### src/rtl/seq_pattern_gen.sv
// Serial pattern transmitter: shifts a latched W-bit pattern out MSB-first,
// repeated repeat_n times with optional idle gap cycles between repeats.
//
// state | meaning
// ------+-----------------------------------------------------------
// IDLE  | waiting for start; all outputs low
// SHIFT | X carries latched_pattern[bit_idx]; last_bit at index 0
// GAP   | idle gap between repeats; busy high, X_valid low
// DONE  | one-cycle done pulse; start accepted as in IDLE
module seq_pattern_gen #(
   parameter int W    = 5,
   parameter int CNTW = 4,
   parameter int GAPW = 3
) (
   input  logic            clk,
   input  logic            rst,
   input  logic            start,
   input  logic [W-1:0]    pattern,
   input  logic [CNTW-1:0] repeat_n,
   input  logic [GAPW-1:0] gap,
   output logic            X,
   output logic            X_valid,
   output logic            last_bit,
   output logic            busy,
   output logic            done
);

   localparam int BW = (W > 1) ? $clog2(W) : 1;
   localparam logic [BW-1:0] IDX_MSB = BW'(W - 1);

   typedef enum logic [1:0] {IDLE, SHIFT, GAP, DONE} state_t;

   state_t          state;
   logic [W-1:0]    pat_q;
   logic [CNTW-1:0] rep_cnt;
   logic [GAPW-1:0] gap_q;
   logic [GAPW-1:0] gap_cnt;
   logic [BW-1:0]   bit_idx;

   always_ff @(posedge clk) begin
      if (rst) begin
         state    <= IDLE;
         pat_q    <= '0;
         rep_cnt  <= '0;
         gap_q    <= '0;
         gap_cnt  <= '0;
         bit_idx  <= '0;
         X        <= 1'b0;
         X_valid  <= 1'b0;
         last_bit <= 1'b0;
         busy     <= 1'b0;
         done     <= 1'b0;
      end else begin
         X        <= 1'b0;
         X_valid  <= 1'b0;
         last_bit <= 1'b0;
         done     <= 1'b0;
         case (state)
            IDLE, DONE: begin
               if (start && (repeat_n != '0)) begin
                  pat_q   <= pattern;
                  rep_cnt <= repeat_n;
                  gap_q   <= gap;
                  bit_idx <= IDX_MSB;
                  X       <= pattern[W-1];
                  X_valid <= 1'b1;
                  busy    <= 1'b1;
                  state   <= SHIFT;
               end else if (start) begin
                  busy  <= 1'b0;
                  done  <= 1'b1;
                  state <= DONE;
               end else begin
                  busy  <= 1'b0;
                  state <= IDLE;
               end
            end
            SHIFT: begin
               if (bit_idx != '0) begin
                  bit_idx  <= bit_idx - 1'b1;
                  X        <= pat_q[bit_idx - 1'b1];
                  X_valid  <= 1'b1;
                  last_bit <= (bit_idx == BW'(1));
               end else begin
                  // Final bit of a repetition is on X this cycle.
                  rep_cnt <= rep_cnt - 1'b1;
                  if (rep_cnt == CNTW'(1)) begin
                     busy  <= 1'b0;
                     done  <= 1'b1;
                     state <= DONE;
                  end else if (gap_q != '0) begin
                     gap_cnt <= gap_q - 1'b1;
                     state   <= GAP;
                  end else begin
                     bit_idx <= IDX_MSB;
                     X       <= pat_q[W-1];
                     X_valid <= 1'b1;
                  end
               end
            end
            GAP: begin
               if (gap_cnt == '0) begin
                  bit_idx <= IDX_MSB;
                  X       <= pat_q[W-1];
                  X_valid <= 1'b1;
                  state   <= SHIFT;
               end else begin
                  gap_cnt <= gap_cnt - 1'b1;
               end
            end
            default: begin
               busy  <= 1'b0;
               state <= IDLE;
            end
         endcase
      end
   end

endmodule
### config.mk
export PLATFORM = sky130hd
export DESIGN_NAME = seq_pattern_gen
export DESIGN_NICKNAME = d
export VERILOG_FILES = /design/src/rtl/seq_pattern_gen.sv
export SDC_FILE = /design/constraint.sdc
export NUM_CORES = 1
export LEC_CHECK = 0
export CAP_MARGIN = 40
export CORE_UTILIZATION = 30
export CTS_BUF_LIST = sky130_fd_sc_hd__clkbuf_8
export CTS_CLUSTER_DIAMETER = 60
export DETAILED_ROUTE_END_ITERATION = 8
export PLACE_DENSITY_LB_ADDON = 0.25
export REMOVE_ABC_BUFFERS = 1
export SLEW_MARGIN = 15
export SYNTH_ARGS = -nofsm -noshare
export SYNTH_HDL_FRONTEND = slang
export SYNTH_SLANG_ARGS = --single-unit
### constraint.sdc
create_clock -name clk -period 2.2 [get_ports clk]
set_clock_uncertainty 0.05 [all_clocks]
set_input_delay 0.44 -clock clk [delete_from_list [all_inputs] [get_ports clk]]
set_output_delay 0.44 -clock clk [all_outputs]
set_load 0.1 [all_outputs]
==> results of run 1 <==
tightest hold or removal path, delay by kind of cell, from the launching register on:
kind               cells  cell delay, ps
DFF                    1             320
AOI/OAI and AO/OA      2             110
layout make-up:
class,count,area share [%]
well taps,67,4.47
inverters,10,2.00
multi-input cells,136,51.2
flip-flops and latches,25,26.7
clock inverters,1,0.400
repair buffers,28,13.1
clock buffers,3,2.20
power breakdown:
group / internal (mW) / switching [mW]
clock network: 0.128 / 0.153
registers: 0.592 / 0.146
logic: 0.558 / 0.802
state kept, by name, summed over array words and instances (netlist names):
register,cells
busy,1
gap_cnt,3
state,2
bit_idx,3
X,1
done,1
pat_q,5
gap_q,3
last_bit,1
X_valid,1
rep_cnt,4
how the worst max path moves through the flow:
stage	startpoint	end
4_1_cts	state[1]	rep_cnt[0]
3_5_place_dp	repeat_n[1]	rep_cnt[2]
6_report	state[1]	rep_cnt[0]
5_1_grt	state[1]	rep_cnt[0]
3_3_place_gp	repeat_n[0]	rep_cnt[2]
2_1_floorplan	state[1]	X
metrics by stage:
step	utilization [%]	setup WS [ps]	instance area, um^2	power, mW	instances
floorplan	-	215	1500	1.72	171
global placement	37.9	87.1	1830	2.10	266
detailed placement	37.9	41.5	1830	2.10	266
CTS	39.0	244	1880	2.40	270
global route	39.0	97.5	1880	2.60	270
finish	39.0	255	1880	2.38	270
metal layers:
| layer | track usage, % | share of wire, % |
|---|---|---|
| met5 | 0 | 0 |
| met1 | 20.5 | 52 |
| met4 | 5.56 | 1.3 |
| met3 | 2.61 | 4.2 |
| met2 | 22.4 | 42 |
cell families after synthesis:
| family | share of synthesized area, % |
|---|---|
| compound gates | 27.4 |
| buf+inv | 4.96 |
| simple gates | 23.6 |
| fa+ha+maj | 7.32 |
| mux | 4.15 |
| flops | 32.5 |
cell usage in the layout, fill, tap and decap left out, types with 2 or more instances in the layout:
cell type / n
a211oi_1: 3
a21bo_1: 2
a21oi_1: 21
a221oi_2: 2
a311oi_1: 3
a32oi_1: 3
and2_1: 2
buf_4: 14
clkbuf_8: 3
clkdlybuf4s50_1: 14
dfxtp_1: 25
ha_1: 9
inv_1: 10
mux2i_1: 3
nand2_1: 21
nand2b_1: 8
nand3_1: 4
nand4_1: 2
nor2_1: 7
nor3_1: 4
nor4_1: 2
o21ai_0: 8
o21ai_1: 2
o31ai_1: 3
or3_1: 3
==> flow_metrics.env, run 1 <==
export IMPL_status="finished clean"
export IMPL_cts_max_level=1
export IMPL_yosysMostFrequentCell="dfxtp_1"
export IMPL_via_per_inst=5.21
export IMPL_hold_viol_final=0
export IMPL_cpPeakStageDelay_ps=400
export IMPL_cp_end_kind="flip-flop"
export IMPL_coreArea_mm2=0.00482
export IMPL_grt_ovfl_total=0
export IMPL_cts_tree="built"
export IMPL_crit_path_start_kind="flip-flop"
export IMPL_gp_congestion=0.810
export IMPL_drive_gt1_share_pct=14.3
export IMPL_min_path_cells=2
export IMPL_clk_pin_slew_ps=100
export IMPL_synth_top_cell_area_share_pct=32.5
export IMPL_syn_inst=179
export IMPL_die_h_um=73.6
export IMPL_fillers=525
export IMPL_grt_first_pass_wirelength_mm=6.13
export IMPL_slew_viol_final=0
export IMPL_wl_per_cell_um=13.2
export IMPL_vdd_drop_max_v=0.000370
export IMPL_hold_slack_ps=429
export IMPL_setup_viol=0
export IMPL_cts_buffers=3
export IMPL_critPathKind="reg -> reg"
export IMPL_postRouteAntennaNets=0
export IMPL_grt_pass1_vias=1323
export IMPL_r2r_setup_slack_ps=260
export IMPL_finalWirelength_mm=3.57
export IMPL_setup_tns_ps=0
export IMPL_seqCellArea_um2=500
export IMPL_dr_first_iter_drc_count=95
export IMPL_num_antenna_cells=0
export IMPL_portBuffers=19
export IMPL_final_nets=228
export IMPL_fin_crit_ps=1940
export IMPL_post_cts_resized_instances=0
export IMPL_r2r_cells=7
export IMPL_die_x_um=73.6
export IMPL_rsz0062_at_grt="false"
export IMPL_critical_path_cell_chain="inv_1 -> ha_1 -> buf_4 -> nand2b_1 -> a22oi_2 -> o21ai_1 -> a221oi_1"
export IMPL_crit_slowest_cell="dfxtp_1"
export IMPL_synth_edff_count=0
export IMPL_min_delay_start="bit_idx[1]"
export IMPL_syn_avg_cell_area_um2=8.59
export IMPL_fp_row_count=25
export IMPL_min_to="bit_idx[1]"
export IMPL_drv_cap=0
export IMPL_ys_ff_latch=25
export IMPL_leakage_nw=0.676
export IMPL_synthFlopType="dfxtp_1"
export IMPL_synthTopCellsByCount="dfxtp_1 (25), a21oi_1 (21), nand2_1 (21)"
export IMPL_synth_cell_area_mm2=0.00154
export IMPL_track_usage_pct=14.7
export IMPL_tightestPinTransition_ps=590
export IMPL_cp_depth=7
export IMPL_critical_path_top_delay_family="compound AO/OA/AOI/OAI gates"
export IMPL_hp_class="reg -> reg"
export IMPL_crit_arrival_ps=2070
export IMPL_drcViolationCount=0
export IMPL_yosysSeqAreaShare_pct=32.5
export IMPL_dp_hpwl_mm=2.68
export IMPL_cts_sinks=25
export IMPL_required_ps=2330
export IMPL_fin_crit_sh_pct=88.4
export IMPL_clk_latency_ps=270
export IMPL_reg2reg_from="state[1]"
export IMPL_ys_warn_count=0
export IMPL_grt_max_degree=26
export IMPL_holdBufCountCts=0
export IMPL_syn_to_final_growth_pct=22.1
export IMPL_worst_r2r_endpoint="rep_cnt[0]"
export IMPL_clk_path_buf_depth=2
export IMPL_root_buffer="clkbuf_8"
export IMPL_num_vias=1406
export IMPL_antenna_found_initial=0
export IMPL_dieArea_mm2=0.00542
export IMPL_power_density_mw_per_mm2=1270
export IMPL_drtPass1Iterations=4
export IMPL_ys_types=50
export IMPL_start_util_pct=31.9
export IMPL_multiInputGateArea_um2=961
export IMPL_cp_num_buf_inv=2
export IMPL_max_freq_mhz=514
export IMPL_pin_count=20
export IMPL_postCtsSetupBuffers=0
export IMPL_slew_headroom_pct=60.6
export IMPL_crit_fanout=17
export IMPL_async_flop_share_pct=0
export IMPL_synth_top_area_cell="dfxtp_1"
export IMPL_synth_area_top_cells="dfxtp_1 (33%), ha_1 (7.3%), a21oi_1 (6.8%)"
Note: power is estimated with default switching activity, not from simulation.
==> run 2: changes to the inputs <==
GPL_ROUTABILITY_DRIVEN = 0   (was unset)
==> results of run 2 <==
No change in the layout: final DEF, timing and power equal those of run 1.
==> patch 1, RTL diff (settings of run 1) <==
`GAPW`: 3 -> 6.
--- a/src/rtl/seq_pattern_gen.sv
+++ b/src/rtl/seq_pattern_gen.sv
@@ -10,7 +10,7 @@
 module seq_pattern_gen #(
    parameter int W    = 5,
    parameter int CNTW = 4,
-   parameter int GAPW = 3
+   parameter int GAPW = 6
 ) (
    input  logic            clk,
    input  logic            rst,
Interface: changed (resized gap); port bits go from 20 to 23. The function was not compared with the original's and may differ.
==> patch 1 against run 1 <==
Count of clock-buffer cells in the layout rose by 2. Area after synthesis rose by 12%. Cell count rose by 17%. Wire length rose by 14%. Die area rose by 11%. Worst setup slack got worse by 120 ps. Design area rose by 19%. Power rose by 35%. Critical path depth did not move. Sequential cell count rose by 6.
==> patch 1: results (changes against run 1) <==
INFO  metric intPower = 1750 uW (was 1280 uW)
INFO  metric cts-buffers-inserted = 5 (was 3)
INFO  metric numPlacedInstances = 307 (was 266)
INFO  metric vias = 1579 (was 1406)
INFO  metric placed_cell_area = 2150 um2 (was 1830 um2)
INFO  metric post_route_cells_drive_above_1_share = 15.6% (was 14.3%)
INFO  metric grt_pass1_wl = 7080 um (was 6130 um)
INFO  metric grt_max_degree = 27 (was 26)
INFO  metric timing_worst_slew_pin_value = 415 ps (was 590 ps)
INFO  metric gr-usage-met1 = 20.2% (was 20.5%)
INFO  metric status = finished clean (unchanged)
INFO  metric synth_sequential_area_ratio = 36.1% (was 32.5%)
INFO  metric critPathTopFamily = simple AND/OR/NAND/NOR gates (was compound AO/OA/AOI/OAI gates)
INFO  metric synth_area_leaders = sky130_fd_sc_hd__dfxtp_1 (36%), sky130_fd_sc_hd__mux2i_1 (8.2%), sky130_fd_sc_hd__ha_1 (5.8%) (was sky130_fd_sc_hd__dfxtp_1 (33%), sky130_fd_sc_hd__ha_1 (7.3%), sky130_fd_sc_hd__a21oi_1 (6.8%))
INFO  metric crit_start = rep_cnt[1]$_SDFFE_PP0P_ (was state[1]$_SDFFE_PP0P_)
INFO  metric clk_transition_reported_paths = 70 ps (was 100 ps)
INFO  metric grt_pass1_vias = 1526 (was 1323)
INFO  metric dp_hpwl = 3090 um (was 2680 um)
INFO  metric layout.nets = 268 (was 228)
INFO  metric holdCritStartpoint = pat_q[3]$_SDFFE_PP0P_ (was bit_idx[1]$_SDFFE_PP0P_)
INFO  metric critPathMaxStageDelay = 500 ps (was 400 ps)
INFO  metric syn-instance-count = 203 (was 179)
INFO  metric drt-met1-wl = 2070 um (was 1870 um)
INFO  metric synthDistinctLibCells = 42 (was 50)
INFO  metric drt_iter0_markers = 115 (was 95)
INFO  metric gr-usage-met2 = 22.7% (was 22.4%)
INFO  metric global_route.usage.total = 15.0% (was 14.7%)
INFO  metric finalWirelength = 4050 um (was 3570 um)
INFO  metric synth_commonest_cells = sky130_fd_sc_hd__dfxtp_1 (31), sky130_fd_sc_hd__nor2_1 (26), sky130_fd_sc_hd__o21ai_0 (16) (was sky130_fd_sc_hd__dfxtp_1 (25), sky130_fd_sc_hd__a21oi_1 (21), sky130_fd_sc_hd__nand2_1 (21))
INFO  metric preCtsSetupSlack = -13.9 ps (was 41.5 ps)
INFO  metric reg_top3 = gap_cnt: 6 flops, gap_q: 6 flops, pat_q: 5 flops (was pat_q: 5 flops, rep_cnt: 4 flops)
INFO  metric critical-path-slowest-cell = sky130_fd_sc_hd__or3b_2 (was sky130_fd_sc_hd__dfxtp_1)
## patch 1: cell types whose count changed after synthesis, moves of 3 or more
cell                       before  now
sky130_fd_sc_hd__nor2_1         7   26
sky130_fd_sc_hd__mux2i_1        3   14
sky130_fd_sc_hd__a21oi_1       21   13
sky130_fd_sc_hd__nand2_1       21   13
sky130_fd_sc_hd__o21ai_0        8   16
sky130_fd_sc_hd__dfxtp_1       25   31
sky130_fd_sc_hd__a31oi_1        1    5
sky130_fd_sc_hd__nand2b_1       8    4
sky130_fd_sc_hd__a211oi_1       3    6
sky130_fd_sc_hd__a311oi_1       3    0
sky130_fd_sc_hd__clkbuf_1       4    7
## patch 1: final cells by class
type                            instances  area [um2]  share of cell area [%]
Inverter                               11        41.3                    1.85
Sequential cell                        31         621                    27.8
Tap cell                               72        90.1                    4.04
Multi-Input combinational cell        152        1020                    45.8
Timing Repair Buffer                   41         375                    16.8
Clock buffer                            5        68.8                    3.08
Clock inverter                          3        12.5                   0.561
## patch 1: logic make-up after synthesis
group	share of synthesized area (%)
AND/OR/NAND/NOR	19.1
AO/OA/AOI/OAI	23.6
flip-flops	36.1
buffers and inverters	4.44
multiplexers	9.46
adder cells (fa/ha/maj)	5.82
XOR/XNOR	1.53
## patch 1: final timing paths
| check | cells after the start | slack, ps | end |
|---|---|---|---|
| worst min register to register | 2 | 440 | pat_q[3]$_SDFFE_PP0P_ |
| worst min-delay path | 2 | 440 | pat_q[3]$_SDFFE_PP0P_ |
| worst max register to register | 7 | 140 | X$_SDFF_PP0_ |
| worst max-delay path | 7 | 140 | X$_SDFF_PP0_ |
## patch 1: power by group through the flow
stage	clock [uW]	combinational (uW)	sequential (uW)
floorplan	0	1200	999
global placement	0	1920	881
detailed placement	0	1920	885
CTS	438	1930	873
global route	470	2130	901
finish	422	1920	873
==> patch 2, RTL diff (settings of run 1) <==
Without the edit above. Reset style: asynchronous (`rst`), changed in one clocked block.
--- a/src/rtl/seq_pattern_gen.sv
+++ b/src/rtl/seq_pattern_gen.sv
@@ -37,7 +37,7 @@
    logic [GAPW-1:0] gap_cnt;
    logic [BW-1:0]   bit_idx;
 
-   always_ff @(posedge clk) begin
+   always_ff @(posedge clk or posedge rst) begin
       if (rst) begin
          state    <= IDLE;
          pat_q    <= '0;
Function: differs if rst is asserted again (counterexample within 4 cycles, from zero or initial values and one cycle with rst high); with rst held inactive, the same outputs for 10 cycles.
==> patch 2 against run 1 <==
Combinational power increased by 4%. Largest cell class unchanged. Critical endpoint is now gap_cnt[2]$_DFFE_PP0P_. Clock power decreased by 6%. Hold slack improved by 23 ps. Via count decreased by 17%. Area after synthesis decreased by 1.9%. Global-route usage decreased by 1.3 points. Wire length decreased by 12%. First-iteration DRC count decreased by 41%. Sequential cell count unchanged. Power increased by 5.3%. Design area decreased by 1.1%. Worst setup slack got worse by 17 ps.
==> patch 2: results (changes against run 1) <==
INFO  metric synth-adder-area-share = 7.46% (was 7.32%)
INFO  metric critical-path-slowest-cell = sky130_fd_sc_hd__dfrtp_1 (was sky130_fd_sc_hd__dfxtp_1)
INFO  metric synthDistinctLibCells = 44 (was 50)
INFO  metric final.fill_count = 488 (was 525)
INFO  metric grt_pass1_vias = 1204 (was 1323)
INFO  metric multiInputCombCellCount = 105 (was 136)
INFO  metric clockNetworkPower = 265 uW (was 282 uW)
INFO  metric seq_power = 822 uW (was 737 uW)
INFO  metric fraction_of_area_in_multi_input_gates = 44.3% (was 51.2%)
INFO  metric drt_iter0_markers = 56 (was 95)
INFO  metric synth_area_leaders = sky130_fd_sc_hd__dfrtp_1 (41%), sky130_fd_sc_hd__mux2_2 (9.7%), sky130_fd_sc_hd__ha_1 (7.5%) (was sky130_fd_sc_hd__dfxtp_1 (33%), sky130_fd_sc_hd__ha_1 (7.3%), sky130_fd_sc_hd__a21oi_1 (6.8%))
INFO  metric async_flop_share = 100% (was 0%)
INFO  metric synth_commonest_cells = sky130_fd_sc_hd__dfrtp_1 (25), sky130_fd_sc_hd__mux2_2 (13), sky130_fd_sc_hd__nand2_1 (11) (was sky130_fd_sc_hd__dfxtp_1 (25), sky130_fd_sc_hd__a21oi_1 (21), sky130_fd_sc_hd__nand2_1 (21))
INFO  metric layout.clock.cell_area_share = 2.43% (was 2.60%)
INFO  metric preCtsSetupSlack = 66.8 ps (was 41.5 ps)
INFO  metric synth-main-ff-cell = sky130_fd_sc_hd__dfrtp_1 (was sky130_fd_sc_hd__dfxtp_1)
INFO  metric sh_seq_area = 33.7% (was 26.7%)
INFO  metric synth_compound_area_share = 13.5% (was 27.4%)
INFO  metric synth_sequential_area_ratio = 41.5% (was 32.5%)
INFO  metric global_route.usage.total = 13.4% (was 14.7%)
INFO  metric post-cts-setup-buffer-count = 0 (unchanged)
INFO  metric n_all_buffers = 26 (was 28)
INFO  metric post_route_cells_drive_above_1_share = 22.9% (was 14.3%)
INFO  metric p_leak = 0.000781 uW (was 0.000676 uW)
INFO  metric crit_path_max_fanout = 8 (was 17)
INFO  metric status = finished clean (unchanged)
INFO  metric finalWirelength = 3140 um (was 3570 um)
INFO  metric place_congestion = 0.812 (was 0.810)
INFO  metric critPathTopFamily = adder cells (was compound AO/OA/AOI/OAI gates)
INFO  metric post_cts_resize_count = 0 (unchanged)
INFO  metric buf_share = 13.1% (about the same)
INFO  metric dp_hpwl = 2460 um (was 2680 um)
INFO  metric layout.nets = 195 (was 228)
INFO  metric irDropWorstVdd = 515 uV (was 370 uV)
INFO  metric timing_worst_slew_pin_value = 507 ps (was 590 ps)
INFO  metric synth.mux.area_fraction = 13.8% (was 4.15%)
INFO  metric p_sw = 1090 uW (was 1100 uW)
patch 2: cell types whose count changed in the layout (fill, tap and decap cells not counted), sizes merged, moves of 5 or more:
| cell | before | now |
|---|---|---|
| a21oi | 21 | 7 |
| dfrtp | 0 | 25 |
| dfxtp | 25 | 0 |
| mux2 | 1 | 13 |
| nand2 | 21 | 11 |
| nand3 | 4 | 9 |
patch 2: final timing paths:
kind | from | endpoint | slack [ps] | depth (start not counted)
worst max-delay path | state[0]$_DFFE_PP0P_ | gap_cnt[2]$_DFFE_PP0P_ | 240 | 7
worst min-delay path | busy$_DFFE_PP0P_ | busy$_DFFE_PP0P_ | 450 | 2
worst max register to register | state[0]$_DFFE_PP0P_ | gap_cnt[2]$_DFFE_PP0P_ | 240 | 7
worst min register to register | busy$_DFFE_PP0P_ | busy$_DFFE_PP0P_ | 450 | 2
max in group asynchronous | rst | gap_cnt[1]$_DFFE_PP0P_ | 1380 | 3
min in group asynchronous | rst | bit_idx[2]$_DFFE_PP0P_ | 470 | 3
patch 2: worst min-delay path: stages, from the launching register on:
cell and delay (ps):
sky130_fd_sc_hd__dfrtp_1 350, sky130_fd_sc_hd__nand3_1 60, sky130_fd_sc_hd__o31ai_1 60
patch 2: per-stage QoR:
step | instance area, um2 | power, uW | util, % | instances | hold WS [ps]
after CTS | 1860 | 2550 | 38.8 | 237 | 463
after global routing | 1860 | 2730 | 38.8 | 237 | 481
final | 1860 | 2500 | 38.8 | 237 | 452
after detailed placement | 1810 | 2270 | 37.9 | 233 | 441
after floorplan | 1490 | 1870 | - | 140 | 417
after global placement | 1810 | 2220 | 37.9 | 233 | 437
patch 2: layer usage:
metal | global-route usage [%] | routed length (um)
met5 | 0 | 0
met4 | 1.53 | 12
met3 | 3.31 | 111
met2 | 23.8 | 1580
met1 | 16.9 | 1430
